--- src/rtl/bridge_sram_axi_mp.sv ---
// Multi-port SRAM-like to AXI3 bridge: round-robin arbitration across NPORT masters,
// per-port read-outstanding limits and read-after-write word hazard blocking.
module bridge_sram_axi_mp #(
   parameter int NPORT    = 2,
   parameter int RD_OUTST = 2
) (
   input  logic                aclk,
   input  logic                areset,
   input  logic [NPORT-1:0]    sram_req,
   input  logic [NPORT-1:0]    sram_wr,
   input  logic [2*NPORT-1:0]  sram_size,
   input  logic [32*NPORT-1:0] sram_addr,
   input  logic [4*NPORT-1:0]  sram_wstrb,
   input  logic [32*NPORT-1:0] sram_wdata,
   output logic [NPORT-1:0]    sram_addr_ok,
   output logic [NPORT-1:0]    sram_data_ok,
   output logic [32*NPORT-1:0] sram_rdata,
   output logic [3:0]          arid,
   output logic [31:0]         araddr,
   output logic [7:0]          arlen,
   output logic [2:0]          arsize,
   output logic [1:0]          arburst,
   output logic [1:0]          arlock,
   output logic [3:0]          arcache,
   output logic [2:0]          arprot,
   output logic                arvalid,
   input  logic                arready,
   input  logic [3:0]          rid,
   input  logic [31:0]         rdata,
   input  logic [1:0]          rresp,
   input  logic                rlast,
   input  logic                rvalid,
   output logic                rready,
   output logic [3:0]          awid,
   output logic [31:0]         awaddr,
   output logic [7:0]          awlen,
   output logic [2:0]          awsize,
   output logic [1:0]          awburst,
   output logic [1:0]          awlock,
   output logic [3:0]          awcache,
   output logic [2:0]          awprot,
   output logic                awvalid,
   input  logic                awready,
   output logic [3:0]          wid,
   output logic [31:0]         wdata,
   output logic [3:0]          wstrb,
   output logic                wlast,
   output logic                wvalid,
   input  logic                wready,
   input  logic [3:0]          bid,
   input  logic [1:0]          bresp,
   input  logic                bvalid,
   output logic                bready
);

   localparam int PW = (NPORT > 1) ? $clog2(NPORT) : 1;

   typedef enum logic {AR_IDLE, AR_REQ} ar_state_t;
   typedef enum logic [1:0] {W_IDLE, W_AD, W_B} w_state_t;

   ar_state_t       ar_state, ar_next;
   w_state_t        w_state, w_next;
   logic [PW-1:0]   rr_ptr;
   logic [2:0]      rd_cnt [NPORT];
   logic            rd_busy;
   logic [NPORT-1:0] elig_rd, elig_wr;
   logic            gnt_valid, gnt_wr;
   logic [PW-1:0]   gnt;
   logic [31:0]     sel_addr, sel_wdata;
   logic [1:0]      sel_size;
   logic [3:0]      sel_wstrb;
   logic            aw_done, w_done;

   assign arlen   = 8'd0;
   assign arburst = 2'b01;
   assign arlock  = 2'b00;
   assign arcache = 4'd0;
   assign arprot  = 3'd0;
   assign awlen   = 8'd0;
   assign awburst = 2'b01;
   assign awlock  = 2'b00;
   assign awcache = 4'd0;
   assign awprot  = 3'd0;
   assign wlast   = 1'b1;
   assign arvalid = (ar_state == AR_REQ);
   assign bready  = (w_state == W_B);
   assign aw_done = !awvalid || awready;
   assign w_done  = !wvalid || wready;

   // A read is held off while a write to the same 32-bit word has not yet been acknowledged.
   always_comb begin
      rd_busy = 1'b0;
      elig_rd = '0;
      elig_wr = '0;
      for (int p = 0; p < NPORT; p++) begin
         if (rd_cnt[p] != 3'd0) rd_busy = 1'b1;
      end
      for (int p = 0; p < NPORT; p++) begin
         elig_rd[p] = sram_req[p] && !sram_wr[p] && (ar_state == AR_IDLE)
                      && (rd_cnt[p] < 3'(RD_OUTST))
                      && !((w_state != W_IDLE) && (sram_addr[p*32+2 +: 30] == awaddr[31:2]));
         elig_wr[p] = sram_req[p] && sram_wr[p] && (w_state == W_IDLE) && !rd_busy;
      end
   end

   // Round-robin search: first the ports at or above the pointer, then wrap to the low ones.
   always_comb begin
      gnt_valid = 1'b0;
      gnt_wr    = 1'b0;
      gnt       = '0;
      for (int p = 0; p < NPORT; p++) begin
         if (!gnt_valid && (p >= int'(rr_ptr)) && (elig_rd[p] || elig_wr[p])) begin
            gnt_valid = 1'b1;
            gnt       = PW'(p);
            gnt_wr    = elig_wr[p];
         end
      end
      for (int p = 0; p < NPORT; p++) begin
         if (!gnt_valid && (p < int'(rr_ptr)) && (elig_rd[p] || elig_wr[p])) begin
            gnt_valid = 1'b1;
            gnt       = PW'(p);
            gnt_wr    = elig_wr[p];
         end
      end
   end

   always_comb begin
      sel_addr     = '0;
      sel_wdata    = '0;
      sel_size     = '0;
      sel_wstrb    = '0;
      sram_addr_ok = '0;
      for (int p = 0; p < NPORT; p++) begin
         if (gnt == PW'(p)) begin
            sel_addr  = sram_addr[p*32 +: 32];
            sel_wdata = sram_wdata[p*32 +: 32];
            sel_size  = sram_size[p*2 +: 2];
            sel_wstrb = sram_wstrb[p*4 +: 4];
            sram_addr_ok[p] = gnt_valid && !areset;
         end
      end
   end

   // Responses are routed by ID; IDs beyond the port count are simply swallowed.
   always_comb begin
      sram_data_ok = '0;
      sram_rdata   = '0;
      for (int p = 0; p < NPORT; p++) begin
         if (rvalid && rready && (rid == 4'(p))) begin
            sram_data_ok[p]       = 1'b1;
            sram_rdata[p*32 +: 32] = rdata;
         end
         if ((w_state == W_B) && bvalid && (bid == 4'(p))) begin
            sram_data_ok[p] = 1'b1;
         end
      end
   end

   always_comb begin
      ar_next = ar_state;
      w_next  = w_state;
      case (ar_state)
         AR_IDLE: if (gnt_valid && !gnt_wr) ar_next = AR_REQ;
         AR_REQ:  if (arready) ar_next = AR_IDLE;
         default: ar_next = AR_IDLE;
      endcase
      case (w_state)
         W_IDLE:  if (gnt_valid && gnt_wr) w_next = W_AD;
         W_AD:    if (aw_done && w_done) w_next = W_B;
         W_B:     if (bvalid) w_next = W_IDLE;
         default: w_next = W_IDLE;
      endcase
   end

   always_ff @(posedge aclk or posedge areset) begin
      if (areset) begin
         ar_state <= AR_IDLE;
         w_state  <= W_IDLE;
         rr_ptr   <= '0;
         rready   <= 1'b0;
         arid     <= '0;
         araddr   <= '0;
         arsize   <= '0;
         awid     <= '0;
         wid      <= '0;
         awaddr   <= '0;
         awsize   <= '0;
         wdata    <= '0;
         wstrb    <= '0;
         awvalid  <= 1'b0;
         wvalid   <= 1'b0;
         for (int p = 0; p < NPORT; p++) rd_cnt[p] <= 3'd0;
      end else begin
         ar_state <= ar_next;
         w_state  <= w_next;
         rready   <= 1'b1;
         if (gnt_valid) begin
            rr_ptr <= (gnt == PW'(NPORT-1)) ? '0 : gnt + PW'(1);
         end
         if (gnt_valid && !gnt_wr) begin
            araddr <= sel_addr;
            arsize <= {1'b0, sel_size};
            arid   <= 4'(gnt);
         end
         if (gnt_valid && gnt_wr) begin
            awaddr  <= sel_addr;
            awsize  <= {1'b0, sel_size};
            wdata   <= sel_wdata;
            wstrb   <= sel_wstrb;
            awid    <= 4'(gnt);
            wid     <= 4'(gnt);
            awvalid <= 1'b1;
            wvalid  <= 1'b1;
         end else if (w_state == W_AD) begin
            if (awready) awvalid <= 1'b0;
            if (wready)  wvalid  <= 1'b0;
         end
         for (int p = 0; p < NPORT; p++) begin
            case ({gnt_valid && !gnt_wr && (gnt == PW'(p)),
                   rvalid && rready && rlast && (rid == 4'(p))})
               2'b10:   rd_cnt[p] <= rd_cnt[p] + 3'd1;
               2'b01:   rd_cnt[p] <= rd_cnt[p] - 3'd1;
               default: rd_cnt[p] <= rd_cnt[p];
            endcase
         end
      end
   end

endmodule

--- config.mk ---
export PLATFORM = sky130hd
export DESIGN_NAME = bridge_sram_axi_mp
export DESIGN_NICKNAME = d
export VERILOG_FILES = /design/src/rtl/bridge_sram_axi_mp.sv
export SDC_FILE = /design/constraint.sdc
export NUM_CORES = 1
export LEC_CHECK = 0
export CAP_MARGIN = 20
export CORE_AREA = 5 5 163 165
export DETAILED_ROUTE_END_ITERATION = 16
export DIE_AREA = 0 0 168 170
export PLACE_DENSITY = 0.66
export SLEW_MARGIN = 15
export SYNTH_ARGS = -nofsm -noshare
export SYNTH_HDL_FRONTEND = slang
export SYNTH_SLANG_ARGS = --single-unit
--- constraint.sdc ---
create_clock -name aclk -period 5.1 [get_ports aclk]
set_input_delay 0.51 -clock aclk [delete_from_list [all_inputs] [get_ports aclk]]
set_output_delay 0.51 -clock aclk [all_outputs]
set_load 0.01 [all_outputs]
Word-level counts from Yosys, hierarchy flattened

Cells that the tools add are included.

Add/subtract/negate cells: 5
Magnitude comparators: 4
Equal/unequal tests: 13
Multiplexer cells: 38
Bitwise gates (word level): 2
Reduce and logical (&&, ||, !) cells: 64

Operators by type and width:

| kind                | number |
|---|---|
| $mux 32             | 4 |
| $eq 30x30->1        | 2 |
| $logic_and 1x1->1   | 35 |
| $mux 1              | 25 |
| $pmux 3 s2          | 2 |
| $reduce_bool 2->1   | 6 |
| $logic_not 1->1     | 11 |
| $eq 4x1->1 const B  | 2 |
| $logic_not 4->1     | 2 |
| $mux 2              | 4 |
| $add 3x1->3 const B | 2 |
| $eq 2x1->1 const B  | 3 |
| $eq 2x2->1 const B  | 3 |
| $lt 3x2->1 const B  | 2 |
| $pmux 2 s3          | 1 |
| $reduce_bool 3->1   | 2 |
| $sub 3x1->3 const B | 2 |
| $logic_or 1x1->1    | 4 |
| $mux 4              | 1 |
| $ne 2x2->1 const B  | 2 |
| $reduce_and 2->1    | 2 |
| $reduce_and 3->1    | 1 |
| $logic_not 2->1     | 1 |
| $ne 2x1->1 const B  | 1 |
| other kinds (5)     | 6 |

Flip-flop bits (word level): 119
Input port bits: 196
Output and inout port bits: 230
Logic and storage cells: 142

Logic depth before layout (Yosys ltp)

Depth after elaboration: 20
Gate-level depth with buffers: 15
Depth with buffers taken out: 13

Least setup slack after synthesis

OpenSTA, ideal clock, no wires.

Path type: input-to-output
From: in areset
To: out sram_addr_ok[1]
Data arrival time: 3.393 ns
Data required time: 4.590 ns
Path slack: 1.197 ns
Stages: 2
Path buffers: 0
Cell sequence: inv_1 > and2_1

Cells in the longest elaborated chain, start to end: 3

RTL lines:

| item                             | RTL line | text |
|---|---|---|
| from (decl)                      | 8        | `input logic areset,` |
| $logic_not 1->1 (no source line) | --       |  |
| $logic_and 1x1->1                | 139      | `sram_addr_ok[p] = gnt_valid && !areset;` |
| $mux 1                           | 134      | `if (gnt == PW'(p)) begin` |
| to (decl)                        | 15       | `output logic [NPORT-1:0] sram_addr_ok,` |

Every way passes these cells.

Worst setup path in the final report

From: in sram_addr[16]
To: out sram_addr_ok[1]

Cells in the longest elaborated chain, start to end: 16
Elaborated cells on any way between the ends: 18
Classes of those cells: eq/ne (1); mux (6); reduce/logical (11)

RTL lines:

| item                            | RTL line | text |
|---|---|---|
| from (decl)                     | 12       | `input logic [32*NPORT-1:0] sram_addr,` |
| $eq 30x30->1 *                  | 101      | `&& !((w_state != W_IDLE) && (sram_addr[p*32+2 +: 30] == awaddr[31:2]));` |
| $logic_and 1x1->1 *             | 101      |  |
| $logic_not 1->1 *               | 101      |  |
| $logic_and 1x1->1 *             | 101      |  |
| $logic_or 1x1->1 *              | 112, 119 |  |
| $logic_and 1x1->1               | 112      | `if (!gnt_valid && (p >= int'(rr_ptr)) && (elig_rd[p] \|\| elig_wr[p])) begin` |
| $mux 1                          | 112      |  |
| $logic_not 1->1                 | 112      |  |
| $logic_and 1x1->1               | 112      |  |
| $mux 1                          | 112      |  |
| $logic_not 1->1                 | 119      | `if (!gnt_valid && (p < int'(rr_ptr)) && (elig_rd[p] \|\| elig_wr[p])) begin` |
| $logic_and 1x1->1 (2 in series) | 119      |  |
| $mux 1                          | 119      |  |
| $logic_and 1x1->1               | 139      |  |
| $mux 1 *                        | 134      |  |

Every way passes the cells marked *; elsewhere a longest branch is shown, timed or not.

==> summary.txt <==
Worst setup path
  – FF-to-FF End: awaddr[3]$_DFFE_PP0P_
  – Worst EP arrival: about 3300 ps
  – Setup crit start kind: input pin
  – Crit Path Max Fanout: 7
  – Worst EP required: 4590 ps
  – Worst reg-to-reg path cell count: 8
  – RR Startpoint: awaddr[16]$_DFFE_PP0P_
  – R2R setup slack: ~1500 ps
  – Endpoint class of the critical path: output pin
  – Crit path kind: in2out

Placement
  – Port buffer count: roughly 370
  – GPL Wtd Cong: just under 0.8
  – Dpl cells: about 1300
  – Pre-CTS worst setup slack: 955 ps
  – Hpwl dp: between 20000 and 25000 µm
  – DP Area: approximately 11000 µm²

Global routing
  – Largest net degree at the start of global routing: 85
  – Global-route usage over all layers: 17.8%
  – Vias in the first global route: roughly 6500
  – Initial antenna violation count: 0
  – First-pass GRT wire length: 39300 µm
  – Remaining global-route overflow: 0

Yosys
  – YS warnings: 0
  – Synthesized cell area: between 7000 and 8000 µm²
  – EDFF count, synth: 0
  – Most used flip-flop cell after synthesis: dfrtp_1
  – FFs w/ async S/R, synth: between 90% and 100%
  – Seq cells post-synth: roughly 120
  – Post-synthesis instance total: 673
  – Yosys cell types: between 40 and 50
  – Seq/Total Area, Yosys: between 30% and 40%
  – Synth Area per Inst: ~11 µm²

Clock tree
  – Max clock buf depth: 2
  – TritonCTS Sinks: approximately 120
  – # resized after CTS: 0
  – Hold buffer count at cts: 0
  – Clock slew at reported path FFs: roughly 60 ps
  – Post-CTS setup buffers: 0
  – Clk root buf: clkbuf_16
  – Total CTS buffers: 17
  – Skew-Pair Late Insertion Delay: 430 ps
  – CTS tree: built
  – CTS H-Tree Depth: 4

STA
  – Slew @ Worst Pin: about 1000 ps
  – Final min period: around 3800 ps
  – Setup repair after global routing missed its margin: false
  – Final Hold Viols: 0
  – Max-slew violations: 0
  – Final worst path period share: between 70% and 80%
  – Final WS setup: about 1300 ps
  – Clk_skew: about 19 ps
  – Fmax: around 260 MHz
  – Count of final setup violators: 0
  – Setup TNS: 0 ps
  – Slew margin rel.: between 30 and 40%

Power and ir drop
  – Cell area power density: 401 nW/µm²
  – VDD IR max: between 150 and 200 µV
  – Leak Pwr: ~5.0 nW
  – Total power: 4.77 mW

Min path
  – Hold Path Depth: 1
  – Worst Hold End: rd_cnt[2]$_DFFE_PP0P_
  – Worst hold start: rd_cnt[2]$_DFFE_PP0P_
  – Hold Path Class: reg2reg

Layout
  – Share of cells above drive strength 1: approximately 17%
  – Most common cell after layout, fill and taps aside: clkdlybuf4s50_1
  – Final net count: approximately 1200
  – Most frequent cells in the layout: 371 x clkdlybuf4s50_1, 125 x mux2_2, 119 x dfrtp_1, 67 x and2_1, 51 x conb_1
  – Post-Layout Cell Count: about 1400
  – Post-layout instance area: roughly 12000 µm²
  – Antenna cells: 0
  – Area growth, synth to finish: 57.8%

Drt
  – Final wirelength: between 20000 and 30000 µm
  – Vias/cell: approximately 4.5
  – DRT antenna net count: 0
  – Routed vias: a little over 6000
  – Drt first pass iters: 4
  – Detailed-route wire length per cell: around 19 µm
  – DR DRC count: 0
  – Detailed Route Iter0 Violations: around 320

Floorplan
  – Initial core utilization: 30.3%
  – # IOs: between 400 and 500
  – Die extent in x: ~170 µm
  – Rows: between 50 and 60
  – Core Footprint: about 25000 µm²
  – Die Y: 170 µm
  – Total Die Area: around 29000 µm²

Run status
  – Status: finished, final reports clean

Job
  – Max cap viols: 0
[worst max-delay path, cell delays in order]
cell	delay, ps
clkdlybuf4s50_1	460
xnor2_1	280
nand4_1	220
nor4_1	410
a21oi_2	240
a221oi_4	410
and2_1	170
clkdlybuf4s50_1	590
[synthesized netlist by cell type (2+ instances only)]
master / number / share of area [%]
a21o_1: 6 / 0.60
a21oi_1: 2 / 0.13
a2bb2oi_1: 34 / 3.9
and2_1: 67 / 5.6
buf_4: 57 / 5.7
buf_6: 15 / 2.2
clkbuf_1: 12 / 0.60
conb_1: 2 / 0.10
dfrtp_1: 119 / 39
fa_1: 2 / 0.53
ha_1: 2 / 0.33
inv_1: 48 / 2.4
mux2_1: 16 / 2.4
mux2_2: 125 / 19
mux2i_1: 2 / 0.27
nand2_1: 5 / 0.25
nand2b_1: 5 / 0.41
nand3_1: 2 / 0.13
nand4_1: 12 / 0.99
nor2_1: 10 / 0.50
nor3_1: 2 / 0.13
nor4_1: 7 / 0.58
o22a_1: 34 / 3.9
o22ai_1: 2 / 0.17
or4_1: 2 / 0.20
xnor2_1: 47 / 5.5
xor2_1: 19 / 2.2
[state kept, by name, indices dropped and copies added, names as in the netlist, 2 cells and up]
name / count
araddr: 32
arsize: 2
awaddr: 32
awsize: 2
rd_cnt: 6
w_state: 2
wdata: 32
wstrb: 4
[per-stage QoR]
stage / utilization, % / hold slack [ps]
after floorplan: - / 452
after global placement: 45.4 / 477
after detailed placement: 45.4 / 482
after CTS: 47.8 / 490
after global routing: 47.8 / 506
final: 47.8 / 489
[cell families after synthesis]
logic type | share of synthesized area [%]
simple gates | 9.47
flops | 39.5
other cells | 0.0995
buf+inv | 11.0
xor+xnor | 7.66
compound gates | 10.1
mux | 21.3
fa+ha+maj | 0.862
[area by class of cell]
class                           count  area, µm²
Fill cell                        2324      13000
Multi-Input combinational cell    469       3930
Timing Repair Buffer              379       3790
Sequential cell                   119       2980
Clock buffer                       19        443
Tap cell                          330        413
Inverter                           48        185
Clock inverter                     13        170
[power by group]
part / total (mW) / internal (mW) / switching (mW)
clock network: 1.27 / 0.788 / 0.482
logic: 1.97 / 1.17 / 0.801
registers: 1.54 / 1.28 / 0.251
[worst max path at each step]
stage | startpoint | endpoint | slack [ps] | cells after the start
global placement | sram_addr[16] | awaddr[12]$_DFFE_PP0P_ | 960 | 9
floorplan | areset | sram_addr_ok[1] | 1200 | 2
finish | sram_addr[16] | sram_addr_ok[1] | 1300 | 8
detailed placement | sram_addr[16] | awaddr[15]$_DFFE_PP0P_ | 950 | 9
global route | rid[1] | sram_rdata[8] | 1090 | 7
CTS | sram_addr[16] | sram_addr_ok[1] | 1250 | 8
[layer usage]
layer  share of wire (%)  track usage [%]
met1                  41             21.3
met2                  49             30.5
met3                 8.5             6.90
met4                 1.4             4.09
met5                   0                0
Note: power is estimated with default switching activity, not from simulation.
